[src/rtl/dmem_arbiter.sv]
// Two-requester arbiter and sequencer for the single-port data memory.
// Each accepted request takes IDLE -> ACCESS -> RESP, one cycle apiece.
module dmem_arbiter #(
  parameter int ADDR_W     = 32,
  parameter int DATA_W     = 32,
  parameter int FIXED_PRIO = 0
) (
  input  logic              clk,
  input  logic              rst,

  input  logic              req0_valid,
  output logic              req0_ready,
  input  logic              req0_wen,
  input  logic [1:0]        req0_type,
  input  logic [ADDR_W-1:0] req0_addr,
  input  logic [DATA_W-1:0] req0_wdata,
  input  logic              req0_sext,
  output logic              resp0_valid,
  output logic [DATA_W-1:0] resp0_rdata,
  output logic              resp0_err,

  input  logic              req1_valid,
  output logic              req1_ready,
  input  logic              req1_wen,
  input  logic [1:0]        req1_type,
  input  logic [ADDR_W-1:0] req1_addr,
  input  logic [DATA_W-1:0] req1_wdata,
  input  logic              req1_sext,
  output logic              resp1_valid,
  output logic [DATA_W-1:0] resp1_rdata,
  output logic              resp1_err,

  output logic              mem_wen,
  output logic [1:0]        mem_rwtype,
  output logic [ADDR_W-1:0] mem_addr,
  output logic [DATA_W-1:0] mem_wdata,
  output logic              mem_sext,
  input  logic [DATA_W-1:0] mem_rdata
);

  typedef enum logic [1:0] {
    IDLE   = 2'd0,
    ACCESS = 2'd1,
    RESP   = 2'd2
  } state_t;

  localparam logic FIXED_PRIO_EN = (FIXED_PRIO != 0);

  state_t              state_r;
  state_t              state_nx_s;
  logic                last_grant_r;
  logic                grant_valid_s;
  logic                grant_id_s;
  logic                handshake_s;

  logic                wen_r;
  logic [1:0]          type_r;
  logic [ADDR_W-1:0]   addr_r;
  logic [DATA_W-1:0]   wdata_r;
  logic                sext_r;
  logic                gid_r;

  logic                err_s;
  logic [DATA_W-1:0]   rdata_cap_s;

  // Byte accesses never fault; halves need even, words need 4-byte alignment.
  function automatic logic misaligned(input logic [1:0] ty, input logic [1:0] lsb);
    logic bad;
    case (ty)
      2'b00:   bad = 1'b0;
      2'b01:   bad = lsb[0];
      2'b10:   bad = (lsb != 2'b00);
      default: bad = 1'b1;
    endcase
    return bad;
  endfunction

  assign err_s       = misaligned(type_r, addr_r[1:0]);
  assign handshake_s = grant_valid_s & ~rst;
  assign rdata_cap_s = (~wen_r & ~err_s) ? mem_rdata : {DATA_W{1'b0}};

  // Arbitration: only meaningful in IDLE; ties go to the side that lost last time.
  always_comb begin
    grant_valid_s = 1'b0;
    grant_id_s    = 1'b0;
    if (state_r == IDLE) begin
      if (req0_valid && req1_valid) begin
        grant_valid_s = 1'b1;
        if (FIXED_PRIO_EN) begin
          grant_id_s = 1'b0;
        end else begin
          grant_id_s = ~last_grant_r;
        end
      end else if (req0_valid) begin
        grant_valid_s = 1'b1;
        grant_id_s    = 1'b0;
      end else if (req1_valid) begin
        grant_valid_s = 1'b1;
        grant_id_s    = 1'b1;
      end else begin
        grant_valid_s = 1'b0;
        grant_id_s    = 1'b0;
      end
    end else begin
      grant_valid_s = 1'b0;
      grant_id_s    = 1'b0;
    end
  end

  // State register.
  always_ff @(posedge clk) begin
    if (rst) begin
      state_r <= IDLE;
    end else begin
      state_r <= state_nx_s;
    end
  end

  // Next-state logic.
  always_comb begin
    state_nx_s = IDLE;
    case (state_r)
      IDLE: begin
        if (grant_valid_s) begin
          state_nx_s = ACCESS;
        end else begin
          state_nx_s = IDLE;
        end
      end
      ACCESS:  state_nx_s = RESP;
      RESP:    state_nx_s = IDLE;
      default: state_nx_s = IDLE;
    endcase
  end

  // Request latch and round-robin history, captured on the handshake.
  always_ff @(posedge clk) begin
    if (rst) begin
      wen_r        <= 1'b0;
      type_r       <= 2'b00;
      addr_r       <= {ADDR_W{1'b0}};
      wdata_r      <= {DATA_W{1'b0}};
      sext_r       <= 1'b0;
      gid_r        <= 1'b0;
      last_grant_r <= 1'b1;
    end else if (handshake_s) begin
      wen_r        <= grant_id_s ? req1_wen   : req0_wen;
      type_r       <= grant_id_s ? req1_type  : req0_type;
      addr_r       <= grant_id_s ? req1_addr  : req0_addr;
      wdata_r      <= grant_id_s ? req1_wdata : req0_wdata;
      sext_r       <= grant_id_s ? req1_sext  : req0_sext;
      gid_r        <= grant_id_s;
      last_grant_r <= grant_id_s;
    end else begin
      wen_r        <= wen_r;
      type_r       <= type_r;
      addr_r       <= addr_r;
      wdata_r      <= wdata_r;
      sext_r       <= sext_r;
      gid_r        <= gid_r;
      last_grant_r <= last_grant_r;
    end
  end

  // Output decode: ready only in IDLE, write strobe only in ACCESS and never on a reset edge.
  always_comb begin
    req0_ready = handshake_s & ~grant_id_s;
    req1_ready = handshake_s &  grant_id_s;
    mem_rwtype = type_r;
    mem_addr   = addr_r;
    mem_wdata  = wdata_r;
    mem_sext   = sext_r;
    if (state_r == ACCESS) begin
      mem_wen = wen_r & ~err_s & ~rst;
    end else begin
      mem_wen = 1'b0;
    end
  end

  // Response pulse: loaded at the end of ACCESS, cleared every other cycle.
  always_ff @(posedge clk) begin
    if (rst) begin
      resp0_valid <= 1'b0;
      resp0_rdata <= {DATA_W{1'b0}};
      resp0_err   <= 1'b0;
      resp1_valid <= 1'b0;
      resp1_rdata <= {DATA_W{1'b0}};
      resp1_err   <= 1'b0;
    end else if (state_r == ACCESS) begin
      resp0_valid <= ~gid_r;
      resp0_rdata <= gid_r ? {DATA_W{1'b0}} : rdata_cap_s;
      resp0_err   <= ~gid_r & err_s;
      resp1_valid <= gid_r;
      resp1_rdata <= gid_r ? rdata_cap_s : {DATA_W{1'b0}};
      resp1_err   <= gid_r & err_s;
    end else begin
      resp0_valid <= 1'b0;
      resp0_rdata <= {DATA_W{1'b0}};
      resp0_err   <= 1'b0;
      resp1_valid <= 1'b0;
      resp1_rdata <= {DATA_W{1'b0}};
      resp1_err   <= 1'b0;
    end
  end

endmodule

[config.mk]
export PLATFORM = sky130hd
export DESIGN_NAME = dmem_arbiter
export DESIGN_NICKNAME = d
export VERILOG_FILES = /design/src/rtl/dmem_arbiter.sv
export SDC_FILE = /design/constraint.sdc
export NUM_CORES = 1
export LEC_CHECK = 0
export CAP_MARGIN = 15
export CORE_AREA = 2 2 122 124
export DETAILED_ROUTE_END_ITERATION = 8
export DIE_AREA = 0 0 124 126
export PLACE_DENSITY = 0.76
export SETUP_SLACK_MARGIN = 0.3
export SYNTH_ARGS = -nofsm -noshare
export SYNTH_HDL_FRONTEND = slang
export SYNTH_SLANG_ARGS = --single-unit
[constraint.sdc]
create_clock -name clk -period 4.28 [get_ports clk]
set_input_delay 0.856 -clock clk [delete_from_list [all_inputs] [get_ports clk]]
set_output_delay 0.856 -clock clk [all_outputs]
set_load 0.01 [all_outputs]
==> results by stage, run 1 <==
Outcome:
- The flow ran to the end, and the final reports show no timing, DRC or antenna violations.

Power and ir drop:
- The portion of total power attributed to sequential cells is 0.377.
- The overall power after layout is 3.78 mW.
- The internal power of the cells totals 2.94 mW.
- IR analysis of the VDD net gives a maximum drop of 0.235 mV.
- The share of total power dissipated in the clock network is 0.468.
- The leakage power total is 3.49 nW.
- Of the total power, the share spent switching nets is 0.222.
- In this run the power spent charging and discharging nets is 841 µW.
- The part of the power in combinational logic is 0.155.
- The cell area power density is between 400 and 500 nW/µm².

STA:
- Timing would allow up to 0.293 GHz.
- Summed over all failing endpoints, the final setup total negative slack is 0 ns.
- Setup violations remaining at the end of the flow were counted as 0.
- Across the routed clock network, the largest skew measured is between 0.009 and 0.01 ns.
- Headroom to the max-slew limit came out at 0.551.
- At the pin with the least slew margin, the transition time is 0.674 ns.
- The slack of the critical path is 0.865 ns.
- The final count of hold timing violations is 0.
- Setup repair after global routing left no endpoint under its margin.
- The minimum hold slack is slightly below 0.5 ns.
- The ratio of final minimum period to clock period is 0.798.
- The time the final worst path needs with I/O delays and setup is between 3 and 4 ns.
- The number of pins with negative max-slew slack in the final report is 0.

Placement:
- The post-place setup slack is between 0.8 and 0.9 ns.
- In this run the tool buffered the top-level ports with 309 buffer cells.
- The last weighted congestion value of the routability-driven placer is ~0.9.
- After detailed placement, the total cell area comes to roughly 8100 µm².
- The HPWL reported at the end of detailed placement is approximately 12000 µm.

Die:
- In this run the standard cell core region covers 14300 µm².
- In this run the core area contains 44 standard-cell rows.
- The initial utilization of the core area, before any placement, comes to 0.346.
- The vertical die dimension is between 100 and 150 µm.
- The die covers 15600 µm².
- During I/O placement, the number of pins put on the boundary was 310.
- The floorplan step set the die width to 124 µm.

Cells and area:
- The total area of multi-input combinational cells is 1880 µm².
- The share of final-layout standard cells stronger than drive strength 1 is 0.0628.
- The layout net count is 939.
- The repair_antennas step left the layout with diodes totalling 0.
- The count of filler cells inserted in the layout is 1132.
- The commonest non-fill, non-tap cell in the layout is sky130_fd_sc_hd__clkdlybuf4s50_1.
- In the final layout, flip-flops and latches occupy between 2000 and 3000 µm².
- From synthesis to final layout, the design area changed by 78.7%.
- The finished layout cell area is 8850 µm².
- In the layout the commonest cells are sky130_fd_sc_hd__clkdlybuf4s50_1 (309), sky130_fd_sc_hd__dfxtp_1 (140), sky130_fd_sc_hd__nor3_1 (65).

Clock tree:
- The number of clock buffers inserted by TritonCTS is 17.
- Post-CTS repair changed the size of 0 cells.
- The level count of the clock H-tree is 4.
- The number of buffers inserted to repair setup after CTS is 0.
- The clock-pin slew on the worst setup and hold paths is 0.06 ns.
- The root buffer cell is sky130_fd_sc_hd__clkbuf_16.
- No sink is reached through more buffers than the 2 on the longest clock path.
- The number of hold-repair buffers added at the cts stage is 0.
- For the worst-skew pair, the clock arrives at the later sink with an insertion delay of just over 0.4 ns.
- TritonCTS built the clock tree.
- Clock tree synthesis found a total of between 100 and 150 sinks.

Worst setup path:
- The highest-delay cell along the critical path is sky130_fd_sc_hd__clkdlybuf4s50_1.
- Walking the worst path, the cells encountered are clkdlybuf4s50_1 -> nor3_4 -> and3_2 -> clkdlybuf4s50_1.
- The source of the critical timing path is rst.
- The flop-to-flop setup slack is 2.33 ns.
- The cell class contributing the biggest share of worst-path delay is buffers and inverters.
- The peak per-stage delay on the critical path is 0.54 ns.
- The worst setup path is launched from an input pin.
- The worst reg2reg path endpoint is mem_addr[28].
- The buffers plus inverters on the worst setup path is 2.
- The worst register-to-register path begins at state_r[1].
- The data required time at the worst endpoint is 3.42 ns.
- STA puts the critical path data arrival time at 2.56 ns.
- In this design, the critical path's most frequently occurring cell is sky130_fd_sc_hd__clkdlybuf4s50_1.
- The endpoint class of the critical path is a primary output.
- Counting cells, the worst reg-to-reg path comes to 4.
- Along the worst path, the maximum fanout reaches 11.
- The worst setup path category is input pin to primary output.

Yosys:
- The basic-gate share of the synthesized area counting and, or, nand and nor cells is 0.225.
- Averaged over all synthesized cells, the footprint is 10.3 µm².
- Of the total synthesized cell area, the portion taken by full adders, half adders and majority gates is 0.
- Summed over all instances, the cell type with the most area after synthesis is sky130_fd_sc_hd__dfxtp_1.
- The synthesized flop and latch total is 140.
- The share of synthesized area in the top cell type comes to 0.566.
- The share of cell area taken by muxes after synthesis is 0.
- The fraction of the mapped netlist area in compound gates is 0.151.
- The netlist area before placement is 4950 µm².
- The sequential cell area fraction in the yosys report is 0.566.
- Yosys attributes the largest share of cell area to sky130_fd_sc_hd__dfxtp_1 (57%), sky130_fd_sc_hd__a221o_1 (11%), sky130_fd_sc_hd__and3_1 (6.8%), sky130_fd_sc_hd__nor3_1 (6.6%), sky130_fd_sc_hd__nand2b_1 (4.3%).
- Synthesis produced a netlist whose cell count is approximately 480.
- Of the total synthesized cell area, the portion taken by XOR and XNOR cells is 0.
- The number of library cell types mapped by synthesis is 29.
- After synthesis, the largest family of logic cells by area is simple AND/OR/NAND/NOR gates.
- The total number of yosys warnings is 0.
- Synthesis produced a netlist with a net count of 653.

Detailed routing:
- The top routing layer in use is met4.
- After detailed routing, the number of vias per cell comes to 5.16.
- The total number of vias is 4975.
- The number of detailed-routing iterations run before antenna repair is 8.
- The DRC marker count from the first detailed-route iteration is 253.
- After detailed routing, the number of remaining DRC violations is 0.
- The antenna violation net count after detailed routing is 0.
- After detailed routing, the average wire length per cell comes to roughly 18 µm.
- The routed wire length is ~17000 µm.
- For this block, wires on met1 add up to 6630 µm.
- Wire segments on met2 add up to 8270 µm in the final route.
- The routed design uses 1590 µm of met3 wire.

GRT:
- The global routing usage summed across all routing layers is 0.214.
- The largest net degree at the start of global routing is 77.
- The global-route wire length before repair is 25900 µm.
- The via count of the first global-routing pass is 5110.
- The total congestion overflow after global routing is 0.
- The number of antenna violations at the first check in global routing is 0.

Job:
- The number of max-cap violations is 0.

Min path:
- The worst hold path begins at mem_wdata[12].
- The cell depth of the worst hold path is 1.
- The path category of the worst min-delay check is flip-flop to flip-flop.
- The end point of the worst hold path is mem_wdata[12].
[state kept, by name (all words and copies together), names as in the netlist, 2 cells and up]
| name | cells |
|---|---|
| mem_rwtype | 2 |
| state_r | 2 |
| resp0_rdata | 32 |
| mem_addr | 32 |
| resp1_rdata | 32 |
| mem_wdata | 32 |
[per-layer routing]
metal,up-vias,GRT usage
met2,253,0.355
li1,2374,-
met3,32,0.0797
met1,2316,0.245
met5,-,0
met4,0,0.0912
[cell families (layout without fill, tap and decap cells)]
kind of cell,count (synthesis),count (layout)
and+or+nand+nor,194,194
DFF,140,140
AOI/OAI and AO/OA,90,90
buffers and inverters,57,356
[power by group through the flow]
stage                     combinational (mW)  sequential (mW)  clock (mW)
after global routing                   0.628             1.43        1.86
after detailed placement               0.582             1.45           0
after global placement                 0.573             1.45           0
after CTS                              0.586             1.43        1.80
final                                  0.585             1.43        1.77
after floorplan                        0.201             1.48           0
[cell usage after synthesis (all sizes together)]
cell type    n
inv          3
a31oi       16
and3        54
nand2        2
buf         30
clkbuf      24
and3b        1
nand4       16
o21ba        1
nor2         2
nand3       16
a21oi        1
or2          1
nor3b        1
and2         1
o21a         1
o21ai       16
a221o       52
a21boi       1
nor3        66
o22a         1
a21o         1
dfxtp      140
nand2b      34
[worst max-delay path by stage]
stage,end,cells after the start
after CTS,req0_ready,4
after detailed placement,req0_ready,4
after floorplan,req1_ready,4
final,req0_ready,4
after global routing,req0_ready,4
after global placement,req0_ready,4
[metrics by stage]
| stage | instances | util |
|---|---|---|
| floorplan | 481 | - |
| global placement | 931 | 0.566 |
| detailed placement | 931 | 0.566 |
| CTS | 963 | 0.616 |
| global route | 964 | 0.618 |
| finish | 964 | 0.618 |
[layout make-up]
| cell class | count | area share |
|---|---|---|
| Clock inverter | 14 | 0.0325 |
| Clock buffer | 18 | 0.0485 |
| Tap cell | 184 | 0.0260 |
| Sequential cell | 140 | 0.317 |
| Timing Repair Buffer | 321 | 0.362 |
| Multi-Input combinational cell | 284 | 0.213 |
| Inverter | 3 | 0.00127 |
(Power assumes the default switching activity.)
==> run 2, diff against run 1 <==
- CORE_AREA: 2 2 122 124 -> unset
- CORE_MARGIN: unset -> 2
- CORE_UTILIZATION: unset -> 37
- DIE_AREA: 0 0 124 126 -> unset
- PLACE_DENSITY: 0.76 -> 0.81
- clock period: 4.28 -> 3.2 ns (I/O delays scaled with it)
==> results by stage, run 2 (synthesis results as in run 1) <==
GRT:
- The number of antenna violations at the first check in global routing was 0 (unchanged).
- The largest net degree at the start of global routing is 69 (was 77).
- The total congestion overflow after global routing is 0 (unchanged).
- The global routing usage summed across all routing layers was 0.226 (was 0.214).
- The via count of the first global-routing pass is 4915 (was 5110).
- The global-route wire length before repair was 25500 µm (was 25900 µm).

STA:
- Static timing analysis puts the maximum clock frequency at 0.356 GHz.
- The final setup TNS was 0 ns (unchanged).
- RSZ-0062 raised after global routing: no (unchanged).
- The final count of hold timing violations came to 0 (unchanged).
- The minimum hold slack is 0.487 ns (was 0.485 ns).
- The number of pins with negative max-slew slack in the final report came to 0 (unchanged).
- The final setup violation count is 0 (unchanged).
- The transition time at the pin with the least slew margin came to 0.646 ns (was 0.674 ns).
- The ratio of final minimum period to clock period is 0.877.
- The worst clock skew is 0.00840 ns (was 0.00940 ns).
- Counting I/O delays and the setup requirement, the final critical path takes ~2.8 ns.
- The slack of the critical path is 0.394 ns (was 0.865 ns).
- The worst slew margin relative to its limit was 0.570 (was 0.551).

Die:
- The vertical die dimension is 120 µm (was 126 µm).
- The number of placement rows is 42 (was 44).
- The die area is 14300 µm² (was 15600 µm²).
- The count of pins on the block boundary is 310 (unchanged).
- The core region area is 13100 µm² (was 14300 µm²).
- The horizontal extent of the die is 120 µm (was 124 µm).
- The starting density of the core is 0.377 (was 0.346).

Placement:
- The last weighted congestion value of the routability-driven placer is 0.818 (was 0.880).
- The post-place setup slack is 0.353 ns (was 0.887 ns).
- The number of cells after detailed placement came to 926 (was 931).
- The count of buffers inserted at the top-level ports is 309 (unchanged).
- The HPWL reported at the end of detailed placement is 11500 µm (was 11800 µm).
- The area of placed instances is 8130 µm² (was 8100 µm²).

Worst setup path:
- The cell depth of the worst flop-to-flop path was 4 (unchanged).
- The cell repeated most along the worst path is sky130_fd_sc_hd__clkdlybuf4s50_1 (unchanged).
- The worst reg2reg path endpoint is mem_addr[17] (was mem_addr[28]).
- The maximum fanout along the worst path is 4 (was 11).
- The worst endpoint data arrival time is 2.17 ns (was 2.56 ns).
- The worst setup path category is input pin to primary output (unchanged).
- Ordered list of cells on the worst path: clkdlybuf4s50_1 -> nor3_4 -> and3_2 -> clkdlybuf4s50_1 (unchanged).
- The data required time at the worst endpoint was 2.56 ns (was 3.42 ns).
- The source of the critical timing path was rst (unchanged).
- The element type at the critical path start is an input pin (unchanged).
- The cell class contributing the biggest share of worst-path delay is buffers and inverters (unchanged).
- The highest-delay cell along the critical path is sky130_fd_sc_hd__clkdlybuf4s50_1 (unchanged).
- The buffers plus inverters on the worst setup path is 2 (unchanged).
- The flop-to-flop setup slack was 1.44 ns (was 2.33 ns).
- The critical register-to-register path startpoint is state_r[1] (unchanged).
- The peak per-stage delay on the critical path was 0.55 ns (was 0.54 ns).
- The endpoint class of the critical path is a primary output (unchanged).

Detailed routing:
- The number of detailed-routing iterations run before antenna repair is 5 (was 8).
- The antenna violation net count after detailed routing is 0 (unchanged).
- The DRC marker count from the first detailed-route iteration came to 355 (was 253).
- The final routed DRC violation total is 0 (unchanged).
- The routed wire length was 16600 µm (was 16900 µm).
- The routed length per placed instance is 17.3 µm (was 17.6 µm).
- The via count normalized by instance count came to 5.24 (was 5.16).
- The total number of vias came to 5020 (was 4975).

Clock tree:
- The worst-skew pair later-pin latency was 0.41 ns (about the same).
- The number of buffers inserted to repair setup after CTS is 0 (unchanged).
- The clock tree from TritonCTS was built (unchanged).
- The level count of the clock H-tree is 4 (unchanged).
- The deepest clock path buffer count is 2 (unchanged).
- The root buffer cell is sky130_fd_sc_hd__clkbuf_16 (unchanged).
- The number of clock buffers inserted by TritonCTS was 17 (unchanged).
- The count of instances resized after the clock tree is built is 0 (unchanged).
- The number of hold-repair buffers added at the cts stage was 0 (unchanged).
- The number of sinks on the clock net is 140 (unchanged).
- The clock-pin slew on the worst setup and hold paths came to 0.06 ns (about the same).

Min path:
- The cell depth of the worst hold path is 1 (unchanged).
- The end point of the worst hold path is mem_wdata[31] (was mem_wdata[12]).
- The source of the worst hold timing path is mem_wdata[31] (was mem_wdata[12]).
- The path category of the worst min-delay check is flip-flop to flip-flop (unchanged).

Cells and area:
- The finished layout cell area came to 8800 µm² (was 8850 µm²).
- The utilization after layout is 0.670 (was 0.618).
- The layout net count was 941 (was 939).
- Highest-count cells in the layout ignoring fill and taps: sky130_fd_sc_hd__clkdlybuf4s50_1 (308), sky130_fd_sc_hd__dfxtp_1 (140), sky130_fd_sc_hd__nor3_1 (65) (was sky130_fd_sc_hd__clkdlybuf4s50_1 (309), sky130_fd_sc_hd__dfxtp_1 (140), sky130_fd_sc_hd__nor3_1 (65)).
- The post-layout instance count excluding filler cells is 958 (was 964).
- The share of final-layout standard cells stronger than drive strength 1 is 0.0652 (was 0.0628).
- The commonest non-fill, non-tap cell in the layout is sky130_fd_sc_hd__clkdlybuf4s50_1 (unchanged).
- The antenna diode instance count is 0 (unchanged).
- The area growth from synthesis to layout is 77.7% (was 78.7%).
- The count of filler cells inserted in the layout is 972 (was 1132).

Outcome:
- Run status: finished clean (unchanged).

Power and ir drop:
- The cell area power density is 558 nW/µm² (was 428 nW/µm²).
- The overall power after layout is 4.91 mW (was 3.78 mW).
- The leakage power total was 3.49 nW (about the same).
- The largest vdd supply drop was 0.357 mV (was 0.235 mV).

Job:
- The number of max-cap violations is 0 (unchanged).
[run 2: report_power, final]
group | switching [mW] | internal, mW | leakage [nW]
clock | 0.748 | 1.47 | 0.325
sequential | 0.0593 | 1.85 | 1.14
combinational | 0.321 | 0.465 | 2.03
[run 2: worst max-delay path by stage]
| stage | to | cells past startpoint |
|---|---|---|
| 2_1_floorplan | req1_ready | 4 |
| 3_3_place_gp | mem_wen | 5 |
| 3_5_place_dp | mem_wen | 5 |
| 4_1_cts | mem_wen | 5 |
| 5_1_grt | req0_ready | 4 |
| 6_report | req0_ready | 4 |
[run 2: per-layer routing]
layer  track usage  vias up  wire length, µm
met2         0.367      241             8070
met5             0        -                0
li1              -     2377                -
met3        0.0822       39             1440
met1         0.264     2363             6550
met4         0.112        0              542
[run 2: final cells by class]
type	count	area, µm²	share of cell area
clock buffer	18	429	0.0488
clock inverter	14	241	0.0274
inverter	3	11.3	0.00128
multi-input combinational	284	1880	0.214
sequential	140	2800	0.318
tap	176	220	0.0250
timing repair buffer	323	3210	0.365
[run 2: worst reg2reg max path, cell delays in order, from the launching register on]
cell,delay (ns)
sky130_fd_sc_hd__dfxtp_1,0.34
sky130_fd_sc_hd__or2_1,0.44
sky130_fd_sc_hd__o21ba_2,0.32
sky130_fd_sc_hd__buf_12,0.18
sky130_fd_sc_hd__a221o_1,0.37
==> run 3, diff against run 2 <==
- SETUP_SLACK_MARGIN: 0.3 -> 0.02
==> results by stage, run 3 (synthesis results as in run 1) <==
STA:
- RSZ-0062 raised after global routing: no (unchanged).
- The worst slew margin relative to its limit came to 0.570 (about the same).
- The minimum hold slack was 0.487 ns (about the same).
- The number of pins with negative max-slew slack in the final report is 0 (unchanged).
- The final setup TNS is 0 ns (unchanged).
- The ratio of final minimum period to clock period was 0.876 (was 0.877).
- The final setup violation count came to 0 (unchanged).
- The time the final worst path needs with I/O delays and setup was 2.80 ns (was 2.81 ns).
- The transition time at the pin with the least slew margin is 0.645 ns (was 0.646 ns).
- The final count of hold timing violations is 0 (unchanged).
- The worst clock skew was 0.00842 ns (was 0.00840 ns).
- The upper clock frequency limit came to 0.357 GHz (was 0.356 GHz).

Clock tree:
- The count of instances resized after the clock tree is built is 0 (unchanged).
- The worst-skew pair later-pin latency is 0.41 ns (about the same).
- The number of buffers inserted to repair setup after CTS was 0 (unchanged).
- The number of clock buffers inserted by TritonCTS is 17 (unchanged).
- The root buffer cell is sky130_fd_sc_hd__clkbuf_16 (unchanged).
- The clock-pin slew on the worst setup and hold paths came to 0.06 ns (about the same).
- The number of hold-repair buffers added at the cts stage was 0 (unchanged).
- The clock tree from TritonCTS is built (unchanged).
- The number of sinks on the clock net is 140 (unchanged).
- The deepest clock path buffer count was 2 (unchanged).
- The level count of the clock H-tree was 4 (unchanged).

Detailed routing:
- The routed length per placed instance is 17.3 µm (about the same).
- The number of detailed-routing iterations run before antenna repair is 5 (unchanged).
- The total number of vias was 5025 (was 5020).
- The DRC marker count from the first detailed-route iteration is 355 (unchanged).
- The via count normalized by instance count came to 5.25 (was 5.24).
- The antenna violation net count after detailed routing was 0 (unchanged).
- The routed wire length came to 16600 µm (about the same).
- The final routed DRC violation total was 0 (unchanged).

Job:
- The number of max-cap violations is 0 (unchanged).

Cells and area:
- The layout net count was 941 (unchanged).
- Highest-count cells in the layout ignoring fill and taps: sky130_fd_sc_hd__clkdlybuf4s50_1 (309), sky130_fd_sc_hd__dfxtp_1 (140), sky130_fd_sc_hd__nor3_1 (65) (was sky130_fd_sc_hd__clkdlybuf4s50_1 (308), sky130_fd_sc_hd__dfxtp_1 (140), sky130_fd_sc_hd__nor3_1 (65)).
- The post-layout instance count excluding filler cells is 958 (unchanged).
- The commonest non-fill, non-tap cell in the layout is sky130_fd_sc_hd__clkdlybuf4s50_1 (unchanged).
- The antenna diode instance count was 0 (unchanged).
- The area growth from synthesis to layout came to 77.7% (about the same).
- The share of final-layout standard cells stronger than drive strength 1 is 0.0652 (unchanged).

Worst setup path:
- The peak per-stage delay on the critical path was 0.55 ns (about the same).
- The highest-delay cell along the critical path is sky130_fd_sc_hd__clkdlybuf4s50_1 (unchanged).
- The worst endpoint data arrival time came to 2.16 ns (was 2.17 ns).
- The buffers plus inverters on the worst setup path is 2 (unchanged).
- The cell class contributing the biggest share of worst-path delay is buffers and inverters (unchanged).
- The endpoint class of the critical path is a primary output (unchanged).
- The critical path depth in cells is 4 (unchanged).
- The data required time at the worst endpoint is 2.56 ns (about the same).
- Ordered list of cells on the worst path: clkdlybuf4s50_1 -> nor3_4 -> and3_2 -> clkdlybuf4s50_1 (unchanged).
- The cell depth of the worst flop-to-flop path came to 4 (unchanged).
- The cell repeated most along the worst path is sky130_fd_sc_hd__clkdlybuf4s50_1 (unchanged).
- The worst setup path category is input pin to primary output (unchanged).
- The maximum fanout along the worst path is 4 (unchanged).
- The element type at the critical path start was an input pin (unchanged).

Power and ir drop:
- The switching part of the total power is 0.230 (about the same).
- The largest vdd supply drop was 0.357 mV (about the same).
- The part of the power in combinational logic was 0.160 (about the same).
- The clock group share of total power is 0.451 (about the same).
- The net switching component of the power is 1.13 mW (about the same).
- The portion of total power attributed to sequential cells came to 0.389 (about the same).
- The leakage power total is 3.47 nW (was 3.49 nW).
- The design internal power is 3.78 mW (about the same).
- The cell area power density was 558 nW/µm² (about the same).

Die:
- The number of placement rows is 42 (unchanged).
- The die area is 14300 µm² (unchanged).
- The count of pins on the block boundary was 310 (unchanged).
- The vertical die dimension is 120 µm (unchanged).
- The starting density of the core is 0.377 (unchanged).
- The horizontal extent of the die was 120 µm (unchanged).
- The core region area came to 13100 µm² (unchanged).

GRT:
- The via count of the first global-routing pass was 4915 (unchanged).
- The global routing usage summed across all routing layers is 0.226 (unchanged).
- The number of antenna violations at the first check in global routing is 0 (unchanged).
- The global-route wire length before repair is 25500 µm (unchanged).
- The largest net degree at the start of global routing is 69 (unchanged).
- The total congestion overflow after global routing is 0 (unchanged).

Placement:
- The count of buffers inserted at the top-level ports is 309 (unchanged).
- The HPWL reported at the end of detailed placement is 11500 µm (unchanged).
- The number of cells after detailed placement is 926 (unchanged).
- The last weighted congestion value of the routability-driven placer is 0.818 (unchanged).

Min path:
- The path category of the worst min-delay check is flip-flop to flip-flop (unchanged).
- The cell depth of the worst hold path was 1 (unchanged).

Outcome:
- Run status: finished clean (unchanged).
-- run 3: power by group through the flow --
stage / clock [mW] / combinational [mW] / sequential [mW]
6_report: 2.21 / 0.786 / 1.91
5_1_grt: 2.32 / 0.839 / 1.92
4_1_cts: 2.25 / 0.788 / 1.91
3_5_place_dp: 0 / 0.782 / 1.94
3_3_place_gp: 0 / 0.767 / 1.94
2_1_floorplan: 0 / 0.269 / 1.98
-- run 3: worst paths after layout --
| kind | end | slack [ns] | startpoint |
|---|---|---|---|
| min | mem_wdata[31] | 0.49 | mem_wdata[31] |
| max | req0_ready | 0.40 | rst |
| min reg2reg | mem_wdata[31] | 0.49 | mem_wdata[31] |
| max reg2reg | mem_addr[17] | 1.45 | state_r[1] |
-- run 3: metal layers --
layer	up-vias	share of wire	track usage
li1	2378	-	-
met1	2368	0.39	0.264
met2	240	0.49	0.367
met3	39	0.086	0.0822
met4	0	0.033	0.112
met5	-	0	0
-- run 3: final cells by class --
type | instances | area, µm²
Timing Repair Buffer | 323 | 3210
Clock inverter | 14 | 241
Inverter | 3 | 11.3
Multi-Input combinational cell | 284 | 1880
Clock buffer | 18 | 429
Sequential cell | 140 | 2800
Tap cell | 176 | 220
Fill cell | 972 | 4340
-- run 3: worst register-to-register path, cell delays in order (launching register included) --
cell and delay (ns):
sky130_fd_sc_hd__dfxtp_1 0.34, sky130_fd_sc_hd__or2_1 0.44, sky130_fd_sc_hd__o21ba_2 0.32, sky130_fd_sc_hd__buf_12 0.18, sky130_fd_sc_hd__a221o_1 0.36
-- run 3: stage by stage --
step                       util  power, mW  cell area (µm²)  setup WS [ns]
final                     0.670       4.91             8800          0.396
after global routing      0.670       5.07             8800          0.281
after floorplan               -       2.25             4950           1.07
after detailed placement  0.619       2.72             8130          0.353
after CTS                 0.670       4.94             8800          0.348
after global placement    0.619       2.71             8130          0.347
